### config.mk
export PLATFORM = sky130hd
export DESIGN_NAME = dot_matrix_scan_ctrl
export DESIGN_NICKNAME = d
export VERILOG_FILES = /design/src/rtl/parking_pkg.sv /design/src/rtl/scan_tick_gen.sv /design/src/rtl/dot_matrix_scan_ctrl.sv
export SDC_FILE = /design/constraint.sdc
export NUM_CORES = 1
export LEC_CHECK = 0
export ABC_AREA = 1
export BUFFER_PORTS_ARGS = -buffer_cell sky130_fd_sc_hd__buf_2
export CAP_MARGIN = 20
export CORE_MARGIN = 2
export CORE_UTILIZATION = 59
export CTS_BUF_LIST = sky130_fd_sc_hd__clkbuf_16
export DETAILED_ROUTE_END_ITERATION = 10
export GPL_ROUTABILITY_DRIVEN = 0
export PLACE_DENSITY = 0.89
export SLEW_MARGIN = 10
export SYNTH_ARGS = -nofsm -noshare
export SYNTH_HDL_FRONTEND = slang
export SYNTH_SLANG_ARGS = --single-unit
### constraint.sdc
create_clock -name clk -period 3.07 [get_ports clk]
set_clock_uncertainty 0.15 [all_clocks]
set_input_delay 0.1535 -clock clk [delete_from_list [all_inputs] [get_ports clk]]
set_output_delay 0.1535 -clock clk [all_outputs]
set_load 0.05 [all_outputs]
### src/rtl/parking_pkg.sv
// Shared constants and types for the parking-lot dot-matrix display path.
package parking_pkg;

    localparam int unsigned ROW_COUNT = 8;
    localparam int unsigned SCAN_W    = 3;
    localparam int unsigned DIGIT_W   = 4;
    localparam int unsigned DIGIT_MAX = 8;

    typedef logic [SCAN_W-1:0]  scan_t;
    typedef logic [DIGIT_W-1:0] digit_t;

    typedef enum logic {
        PhaseOff = 1'b0,
        PhaseOn  = 1'b1
    } blink_phase_e;

endpackage

### src/rtl/scan_tick_gen.sv
// Row-rate divider: pulses row_tick once every TICK_DIV cycles while run is high.
module scan_tick_gen #(
    parameter int unsigned TICK_DIV = 1000
) (
    input  logic clk,
    input  logic rst_n,
    input  logic run,
    output logic row_tick
);

    localparam int unsigned DivW = (TICK_DIV > 1) ? $clog2(TICK_DIV) : 1;
    localparam logic [DivW-1:0] DivLast = DivW'(TICK_DIV - 1);

    logic [DivW-1:0] div_q, div_d;

    assign row_tick = run && (div_q == DivLast);

    always_comb begin
        div_d = div_q;
        if (!run) begin
            div_d = '0;
        end else if (row_tick) begin
            div_d = '0;
        end else begin
            div_d = div_q + 1'b1;
        end
    end

    always_ff @(posedge clk) begin
        if (!rst_n) begin
            div_q <= '0;
        end else begin
            div_q <= div_d;
        end
    end

endmodule

### src/rtl/dot_matrix_scan_ctrl.sv
// Row scan, frame-synchronous digit update and blink control for the 8x8 dot-matrix block.
module dot_matrix_scan_ctrl
    import parking_pkg::*;
#(
    parameter int unsigned TICK_DIV     = 1000,
    parameter int unsigned BLINK_FRAMES = 64
) (
    input  logic               clk,
    input  logic               rst_n,
    input  logic               power,
    input  logic [DIGIT_W-1:0] digit_in,
    input  logic               digit_valid,
    output logic               digit_ready,
    input  logic               blink_en,
    output logic [SCAN_W-1:0]  scan_cnt,
    output logic [DIGIT_W-1:0] num,
    output logic               enable,
    output logic               frame_done
);

    localparam int unsigned BlinkW = (BLINK_FRAMES > 1) ? $clog2(BLINK_FRAMES) : 1;
    localparam logic [BlinkW-1:0] BlinkLast = BlinkW'(BLINK_FRAMES - 1);
    localparam scan_t LastRow = scan_t'(ROW_COUNT - 1);

    scan_t             scan_q, scan_d;
    digit_t            num_q, num_d;
    digit_t            pend_q, pend_d;
    logic              ready_q, ready_d;
    logic              enable_q, enable_d;
    logic              frame_done_q, frame_done_d;
    logic [BlinkW-1:0] blink_cnt_q, blink_cnt_d;
    blink_phase_e      phase_q, phase_d;
    logic              power_q;

    logic row_tick;
    logic frame_end;
    logic accept;
    logic blink_wrap;

    scan_tick_gen #(
        .TICK_DIV (TICK_DIV)
    ) u_tick (
        .clk      (clk),
        .rst_n    (rst_n),
        .run      (power),
        .row_tick (row_tick)
    );

    assign frame_end  = row_tick && (scan_q == LastRow);
    assign accept     = digit_valid && ready_q;
    assign blink_wrap = (blink_cnt_q == BlinkLast);

    // Scan, blink phase and enable next-state.
    always_comb begin
        scan_d       = scan_q;
        blink_cnt_d  = blink_cnt_q;
        phase_d      = phase_q;
        enable_d     = enable_q;
        frame_done_d = 1'b0;
        if (!power) begin
            scan_d      = '0;
            blink_cnt_d = '0;
            phase_d     = PhaseOn;
            enable_d    = 1'b0;
        end else begin
            if (row_tick) begin
                scan_d = scan_q + 1'b1;
            end
            if (frame_end) begin
                frame_done_d = 1'b1;
                blink_cnt_d  = blink_wrap ? '0 : blink_cnt_q + 1'b1;
                if (!blink_en) begin
                    phase_d = PhaseOn;
                end else if (blink_wrap) begin
                    phase_d = (phase_q == PhaseOn) ? PhaseOff : PhaseOn;
                end
                enable_d = !blink_en || (phase_d == PhaseOn);
            end else if (!power_q) begin
                enable_d = !blink_en || (phase_q == PhaseOn);
            end
        end
    end

    // Pending buffer: loads num only at a frame boundary; accept and load are exclusive
    // because accept requires an empty buffer.
    always_comb begin
        num_d   = num_q;
        pend_d  = pend_q;
        ready_d = ready_q;
        if (frame_end && !ready_q) begin
            num_d   = pend_q;
            ready_d = 1'b1;
        end
        if (accept) begin
            pend_d  = digit_in;
            ready_d = 1'b0;
        end
    end

    always_ff @(posedge clk) begin
        if (!rst_n) begin
            scan_q       <= '0;
            num_q        <= '0;
            pend_q       <= '0;
            ready_q      <= 1'b1;
            enable_q     <= 1'b0;
            frame_done_q <= 1'b0;
            blink_cnt_q  <= '0;
            phase_q      <= PhaseOn;
            power_q      <= 1'b0;
        end else begin
            scan_q       <= scan_d;
            num_q        <= num_d;
            pend_q       <= pend_d;
            ready_q      <= ready_d;
            enable_q     <= enable_d;
            frame_done_q <= frame_done_d;
            blink_cnt_q  <= blink_cnt_d;
            phase_q      <= phase_d;
            power_q      <= power;
        end
    end

    assign scan_cnt    = scan_q;
    assign num         = num_q;
    assign digit_ready = ready_q;
    assign enable      = enable_q;
    assign frame_done  = frame_done_q;

endmodule

== Word-level counts from Yosys, hierarchy flattened ==
Cells that the tools add are included.

* Bits in registers: 32
* Memories: 0
* Bits in read-only memories: 0
* Input bits: 9
* Bits in latches: 0
* Bits in writable memories: 0
* Logic and storage cells: 41

* Reduce and logical (&&, ||, !) cells: 11
* Mux-type cells: 11
* Equality and inequality tests: 4
* Bitwise logic cells: 2
* Multiply operators: 0
* Div/mod/pow operators: 0
* Add/subtract/negate cells: 3
* Shift operators: 0
* Magnitude comparators: 0

{| class="wikitable"
|+ Operators by type and width
! kind !! count
|-
| $add A10 B1 Y10 const B || 1
|-
| $eq A10 B10 Y1 const B || 1
|-
| $mux W1 || 10
|-
| $add A6 B1 Y6 const B || 1
|-
| $eq A6 B6 Y1 const B || 1
|-
| $mux W6 || 1
|-
| $logic_and A1 B1 Y1 || 4
|-
| $add A3 B1 Y3 const B || 1
|-
| $eq A3 B3 Y1 const B || 1
|-
| $reduce_or A3 Y1 || 1
|-
| $logic_not A1 Y1 || 2
|-
| $logic_or A1 B1 Y1 || 2
|-
| $ne A2 B1 Y1 const B || 1
|-
| $not A1 Y1 || 2
|-
| $reduce_and A2 Y1 || 1
|-
| $reduce_bool A2 Y1 || 1
|}

== Depth between registers and ports, before layout ==
Gate-level depths: netlist of the first run.

* Word-level depth: 7
* Mapped depth: 10
* Mapped depth without buffers: 10

== Cells and area by module ==
A second synthesis of the first run with hierarchy kept.

* Cells, all modules: 173
* Area, all modules: 1341.3 µm²

{| class="wikitable"
|+ By module, submodules not included
! module !! times used !! cells an instance !! area an instance (µm²)
|-
| dot_matrix_scan_ctrl || 1 || 112 || 878.3
|-
| scan_tick_gen || 1 || 61 || 462.9
|}

== Worst setup path before layout of the first run ==
Ideal clock, no wire load.

* Kind: register to register
* From: reg scan_q[0] (netlist: scan_cnt[0])
* To: reg num_q[0] (netlist: num[0])
* Data required time: 2804 ps
* Cell stages (with the launch flop): 8
* Buffers on the path: 0
* Slack: 1168 ps
* Library setup time: 116 ps
* Arrival time: 1636 ps
* Path through: dfxtp_1 -> ha_1 -> ha_1 -> inv_1 -> nor2_4 -> nand2_1 -> o21ai_0 -> nor2_1

* Cells in the longest elaborated chain, start to end: 3

{| class="wikitable"
|+ RTL lines
! what !! line !! RTL
|-
| from (decl) || dot_matrix_scan_ctrl.sv:25 || <nowiki>scan_t scan_q, scan_d;</nowiki>
|-
| from (signal assigned) || dot_matrix_scan_ctrl.sv:112 || <nowiki>scan_q <= scan_d;</nowiki>
|-
| $eq A3 B3 Y1 || dot_matrix_scan_ctrl.sv:49 || <nowiki>assign frame_end = row_tick && (scan_q == LastRow);</nowiki>
|-
| $logic_and A1 B1 Y1 || dot_matrix_scan_ctrl.sv:49 ||
|-
| $logic_and A1 B1 Y1 || dot_matrix_scan_ctrl.sv:90 || <nowiki>if (frame_end && !ready_q) begin</nowiki>
|-
| to (signal assigned) || dot_matrix_scan_ctrl.sv:113 || <nowiki>num_q <= num_d;</nowiki>
|-
| to (decl) || dot_matrix_scan_ctrl.sv:26 || <nowiki>digit_t num_q, num_d;</nowiki>
|}

No other way between the ends.
A chain may end at the register's enable or synchronous reset.

== Worst setup path in the final report of the first run ==
* From: reg u_tick.div_q[0]
* To: reg blink_cnt_q[3]

* Cells in the longest elaborated chain, start to end: 3

{| class="wikitable"
|+ RTL lines
! what !! line !! RTL
|-
| from (decl) || scan_tick_gen.sv:14 || <nowiki>logic [DivW-1:0] div_q, div_d;</nowiki>
|-
| from (signal assigned) || scan_tick_gen.sv:33 || <nowiki>div_q <= div_d;</nowiki>
|-
| $eq A10 B10 Y1 || scan_tick_gen.sv:16 || <nowiki>assign row_tick = run && (div_q == DivLast);</nowiki>
|-
| $logic_and A1 B1 Y1 || scan_tick_gen.sv:16 ||
|-
| $logic_and A1 B1 Y1 || dot_matrix_scan_ctrl.sv:49 ||
|-
| to (signal assigned) || dot_matrix_scan_ctrl.sv:118 || <nowiki>blink_cnt_q <= blink_cnt_d;</nowiki>
|-
| to (decl) || dot_matrix_scan_ctrl.sv:31 || <nowiki>logic [BlinkW-1:0] blink_cnt_q, blink_cnt_d;</nowiki>
|}

No other way between the ends.

==> results.tsv, run 1 <==
metric	value	unit
status	completed	
holdPathEnd	pend_q[2]$_SDFFE_PN0P_	
viasPerCell	5.20	
grt_setup_unrepaired	no	
cts_tree	built	
synth_area_per_cell	7.35	um^2
path_clk_slew	0.05	ns
antenna_left	0	
diodes	0	
syn_nets	200	
yosysTopAreaCellShare	46.6	%
synthDistinctLibCells	24	
r2r-start	u_tick.div_q[0]$_SDFF_PP0_	
power	1.01	mW
drive_above_1_share	15.8	%
ir_drop	0.508	mV
reg2reg_slack	1.28	ns
track_usage	23.2	%
worstMarginPinSlew	0.345	ns
num-fill-cells	162	
synth_area_leader_cell	dfxtp_1	
io_pins	19	
layout.nets	227	
ys_warn_count	0	
holdWs	0.0129	ns
setup_viol	0	
start_kind	flip-flop	
wire_per_inst	12.1	um
slew_viol_final	0	
dieWidth	52.3	um
required	3.06	ns
drtIter0Drc	27	
maxCapViolCount	0	
crit_fanout	8	
hold_viol_final	0	
die_y	52.3	um
final_core_util	76.4	%
cp.arrival	1.78	ns
wirelength	2950	um
antenna_found_initial	0	
postCtsSetupRepairBufs	0	
cp-end-kind	flip-flop	
synth_area_leaders	dfxtp_1 (47%), nor2_1 (11%), nand2_1 (10%)	
grt_max_degree	11	
cts_made_buffers	5	
placed_cell_area	1500	um^2
hold_path_depth	3	
grt_pass1_vias	1157	
clock_latency	0.28	ns
ys_ff_latch	32	
max_freq	557	MHz
routed-via-count	1263	
finalCriticalPeriod	1.79	ns
clockBufferDepth	2	
path_class	flip-flop to flip-flop	
maxSlewHeadroom	76.9	%
core	2210	um^2
r2r-end	blink_cnt_q[3]$_SDFFE_PN0P_	
fin_setup_tns	0	ns
num_rows	17	
cellPowerDensity	600	nW/um^2
drc	0	
clkSinkCount	32	
grt_pass1_wl	4550	um
final_cell_area	1690	um^2
min-delay-start	digit_in[2]	
dpl.hpwl	2040	um
htree_levels	2	
die_area	2730	um^2
root_buffer	clkbuf_16	
mappedNetlistArea	1380	um^2
numPortBuffers	18	
synth_cells	187	
hold_class	input pin to flip-flop	
first_pass_iters	4	
start_util	62.2	%
cts_resized	0	
grt_overflow_total	0	
syn_to_final_growth	22.8	%
period_share	58.4	%
hold_buffers	3	
r2r_cells	8	
p_leak	0.755	nW
ys_seq_area_share	46.6	%
-- power breakdown --
group | internal [mW] | total [mW] | switching, mW
registers | 0.424 | 0.429 | 0.00473
logic | 0.0141 | 0.0391 | 0.0250
clock network | 0.377 | 0.546 | 0.169
total | 0.815 | 1.01 | 0.198
-- logic make-up (layout without fill, tap and decap cells) --
group                    Yosys count  after routing  share of synthesized area, %
buffers and inverters             22             50                          6.10
AO/OA/AOI/OAI                     22             22                          8.37
flip-flops                        32             32                          46.6
adder cells (fa/ha/maj)            4              4                          3.64
AND/OR/NAND/NOR                  107            107                          35.3
-- area by class of cell --
type                       instances  area, um^2  area share [%]
clock buffer                       5         125            7.41
timing repair buffer              21         120            7.11
inverter                          21        78.8            4.67
sequential                        32         641            37.9
tap                               28        35.0            2.07
clock inverter                     3        38.8            2.30
multi-input combinational        133         651            38.5
-- routing by layer --
metal | GRT usage, % | vias to the layer above | wire, um | part of all wire (%)
met5 | 0 | - | 0 | 0
met4 | 12.8 | 0 | 60 | 2.0
met3 | 7.71 | 7 | 123 | 4.2
met2 | 41.8 | 29 | 1560 | 53
met1 | 23.2 | 575 | 1200 | 41
li1 | - | 652 | - | -
-- cell usage after synthesis --
cell / n
dfxtp_1: 32
nand2_4: 1
nand2_1: 37
nand3b_1: 1
inv_1: 18
inv_2: 2
nand2_2: 1
nand3_1: 10
nor2_2: 1
ha_1: 4
nor3_1: 5
or2_0: 2
nor2_1: 40
nand3_2: 1
clkbuf_2: 1
and3_1: 1
clkinv_1: 1
nor3b_1: 2
o21ai_0: 13
o211ai_1: 1
nor2_4: 3
o21a_1: 1
a21oi_1: 7
nand4_1: 2
-- registers in the layout (all words and copies together), names as in the netlist --
name          cells
power_q           1
pend_q            4
u_tick.div_q     10
digit_ready       1
num               4
frame_done        1
scan_cnt          3
enable            1
phase_q           1
blink_cnt_q       6
-- worst max-delay path by stage --
| stage | end | slack [ns] | start | depth (start not counted) |
|---|---|---|---|---|
| floorplan | num[0]$_SDFFE_PN0P_ | 1.17 | scan_cnt[0]$_SDFFE_PN0P_ | 7 |
| global route | num[0]$_SDFFE_PN0P_ | 1.10 | u_tick.div_q[0]$_SDFF_PP0_ | 8 |
| finish | blink_cnt_q[3]$_SDFFE_PN0P_ | 1.28 | u_tick.div_q[0]$_SDFF_PP0_ | 8 |
| CTS | blink_cnt_q[3]$_SDFFE_PN0P_ | 1.27 | u_tick.div_q[0]$_SDFF_PP0_ | 8 |
| global placement | num[2]$_SDFFE_PN0P_ | 1.45 | scan_cnt[0]$_SDFFE_PN0P_ | 7 |
| detailed placement | num[2]$_SDFFE_PN0P_ | 1.35 | u_tick.div_q[0]$_SDFF_PP0_ | 8 |
-- worst max-delay path: stages, from the launching register on --
cell,delay [ns]
dfxtp_1,0.37
ha_1,0.19
nand2_1,0.09
inv_2,0.09
nand3_2,0.11
nor2_4,0.17
nand2_4,0.11
o21ai_0,0.25
a21oi_1,0.13
-- per-stage QoR --
step | setup WS, ns | instances
floorplan | 1.17 | 187
global placement | 1.45 | 232
detailed placement | 1.35 | 232
CTS | 1.27 | 243
global route | 1.10 | 243
finish | 1.28 | 243
-- cells in the final DEF (no fill, tap or decap), types with 2 or more instances in the layout --
cell type,synthesis,final
dfxtp_1,32,32
dlygate4sd3_1,0,3
buf_2,0,18
o21ai_0,13,13
nand4_1,2,2
a21oi_1,7,7
nand2_1,37,37
clkbuf_16,0,5
nand3_1,10,10
nor3_1,5,5
inv_1,18,19
inv_2,2,2
nor2_4,3,3
ha_1,4,4
nor2_1,40,40
or2_0,2,2
nor3b_1,2,2
(Power assumes the default switching activity.)
==> run 2, diff against run 1 <==
--- a/config.mk
+++ b/config.mk
@@ -9,11 +9,11 @@
 export BUFFER_PORTS_ARGS = -buffer_cell sky130_fd_sc_hd__buf_2
 export CAP_MARGIN = 20
 export CORE_MARGIN = 2
-export CORE_UTILIZATION = 59
+export CORE_UTILIZATION = 50
 export CTS_BUF_LIST = sky130_fd_sc_hd__clkbuf_16
 export DETAILED_ROUTE_END_ITERATION = 10
 export GPL_ROUTABILITY_DRIVEN = 0
-export PLACE_DENSITY = 0.89
+export PLACE_DENSITY = 0.81
 export SLEW_MARGIN = 10
 export SYNTH_ARGS = -nofsm -noshare
 export SYNTH_HDL_FRONTEND = slang
==> constraint.sdc (replaced) <==
create_clock -name clk -period 1.6 [get_ports clk]
set_clock_uncertainty 0.15 [all_clocks]
set_input_delay 0.08 -clock clk [delete_from_list [all_inputs] [get_ports clk]]
set_output_delay 0.08 -clock clk [all_outputs]
set_load 0.05 [all_outputs]
==> run 2 against run 1 <==
Compared with the run above: register-to-register slack got worse by 1.2 ns; critical endpoint is now blink_cnt_q[0]$_SDFFE_PN0P_; global-route usage fell by 2.8 points; final cell count rose by 7.4%; combinational power rose to 2.7 times the previous value.
==> results.tsv, run 2 (same netlist as run 1, synthesis figures left out) <==
metric	value	unit	change
required	1.65	ns	-1.41 ns
slew_viol_final	0		unchanged
cts_tree	built		
r2r-start	u_tick.div_q[1]$_SDFF_PP0_		
drive_above_1_share	31.7	%	+16 points
final_cell_area	1950	um^2	+15%
dieWidth	56.4	um	+8.0%
final_common_cell	nor2_1		
first_pass_iters	4		unchanged
cp-end-kind	flip-flop		
grt_setup_unrepaired	yes		
htree_levels	2		unchanged
grt_pass1_vias	1219		+5.4%
slowest_delay	0.36	ns	about the same
path_cells	ha_4 > nand2_4 > inv_4 > nand3_4 > nor2_4 > nand2_4 > or2_0 > a21oi_1		
ir_drop	1.16	mV	+130%
wirelength	3160	um	+7.4%
track_usage	20.4	%	-2.8 points
top_regs	u_tick.div_q (10), blink_cnt_q (6)		
p_leak	0.835	nW	+11%
met1_usage	21.9	%	-1.3 points
clkSinkCount	32		unchanged
io_pins	19		unchanged
finalCriticalPeriod	1.55	ns	-0.243 ns
hold_path_depth	2		-1
layout.nets	243		+7.0%
viasPerCell	5.03		-3.2%
start_kind	flip-flop		
grt_max_degree	11		unchanged
fin_setup_tns	0	ns	unchanged
critical_path.slowest_cell	dfxtp_2		
drc	0		unchanged
routed-via-count	1313		+4.0%
max_freq	645	MHz	+16%
met2_usage	34.1	%	-7.7 points
syn_to_final_growth	41.8	%	
cp_top_family	simple AND/OR/NAND/NOR gates		
clockBufferDepth	2		unchanged
min-delay-start	num[3]$_SDFFE_PN0P_		
worst-path-buf-inv	1		unchanged
dpl.hpwl	1960	um	-4.0%
path_clk_slew	0.05	ns	about the same
die_y	56.4	um	+8.0%
die_area	3190	um^2	+17%
core	2690	um^2	+21%
antenna_left	0		unchanged
cts_made_buffers	5		unchanged
grt_overflow_total	0		unchanged
worstMarginPinSlew	0.346	ns	+0.000622 ns
mostFrequentLayoutCells	nor2_1 (34), nand2_1 (30), dfxtp_1 (23)		
setup_viol	0		unchanged
root_buffer	clkbuf_16		
cellPowerDensity	926	nW/um^2	+54%
cp.depth	8		unchanged
r2r_cells	8		unchanged
top_register	u_tick.div_q		
path_common_cell	nand2_4		
maxSlewHeadroom	76.9	%	about the same
wire_per_inst	12.1	um	about the same
cp.arrival	1.61	ns	-0.17 ns
numPortBuffers	18		unchanged
reg2reg_slack	0.05	ns	-1.23 ns
period_share	97.0	%	+39 points
placed_cell_area	1570	um^2	+4.9%
status	completed		
grt_pass1_wl	4910	um	+7.9%
use_met3	7.83	%	+0.12 points
clock_latency	0.28	ns	about the same
cp-startpoint	u_tick.div_q[1]$_SDFF_PP0_		
num_rows	19		+2
largest_reg_flops	10		unchanged
antenna_found_initial	0		unchanged
maxCapViolCount	0		unchanged
drtIter0Drc	36		+33%
hold_class	flip-flop to flip-flop		
busiest_layer	met2		
start_util	51.2	%	-11 points
hold_viol_final	0		unchanged
crit_fanout	8		unchanged
diodes	0		unchanged
path_class	flip-flop to flip-flop		
-- run 2: cell types whose count changed in the layout (fill, tap and decap cells not counted), sizes merged --
cell,before,now
dlygate4sd3,3,12
bufinv,1,0
buf,18,25
-- run 2: metal layers --
layer | part of all wire (%) | wire length [um]
met1 | 42 | 1340
met2 | 51 | 1630
met3 | 4.1 | 130
met4 | 2.2 | 71
met5 | 0 | 0
-- run 2: stage by stage --
step / std cells / worst slack (ns) / utilization, % / hold WS (ns) / power, mW
2_1_floorplan: 187 / 0.00690 / - / 0.0459 / 0.879
3_3_place_gp: 241 / 0.0134 / 58.4 / 0.157 / 0.905
3_5_place_dp: 241 / -0.0300 / 58.4 / 0.158 / 0.906
4_1_cts: 260 / -0.0372 / 67.8 / 0.328 / 1.81
5_1_grt: 261 / -0.0592 / 72.6 / 0.368 / 1.86
6_report: 261 / 0.0487 / 72.6 / 0.329 / 1.80
-- run 2: worst reg2reg max path, stage by stage, from the launching register on --
cell	delay (ns)
dfxtp_2	0.36
ha_4	0.15
nand2_4	0.07
inv_4	0.08
nand3_4	0.09
nor2_4	0.15
nand2_4	0.10
or2_0	0.21
a21oi_1	0.12
-- run 2: cell type report --
type,count,area [um^2]
sequential,32,659
inverter,21,81.3
timing repair buffer,37,279
clock inverter,2,8.76
multi-input combinational,133,757
tap,31,38.8
fill,208,737
clock buffer,5,125
-- run 2: repair_timing --
action	4_1_cts	5_1_grt
resized for setup	0	46
hold endpoints to repair	10	0
hold buffers	12	0
endpoints found under the setup margin	2	29
pin swaps	0	13
setup buffers	0	1
-- run 2: power by group --
group          switching, mW  internal [mW]
sequential            0.0127          0.810
clock                  0.320          0.557
combinational         0.0557         0.0497
total                  0.388           1.42
-- run 2: final timing paths --
check	endpoint
max	blink_cnt_q[0]$_SDFFE_PN0P_
min	num[3]$_SDFFE_PN0P_
max reg2reg	blink_cnt_q[0]$_SDFFE_PN0P_
min reg2reg	num[3]$_SDFFE_PN0P_
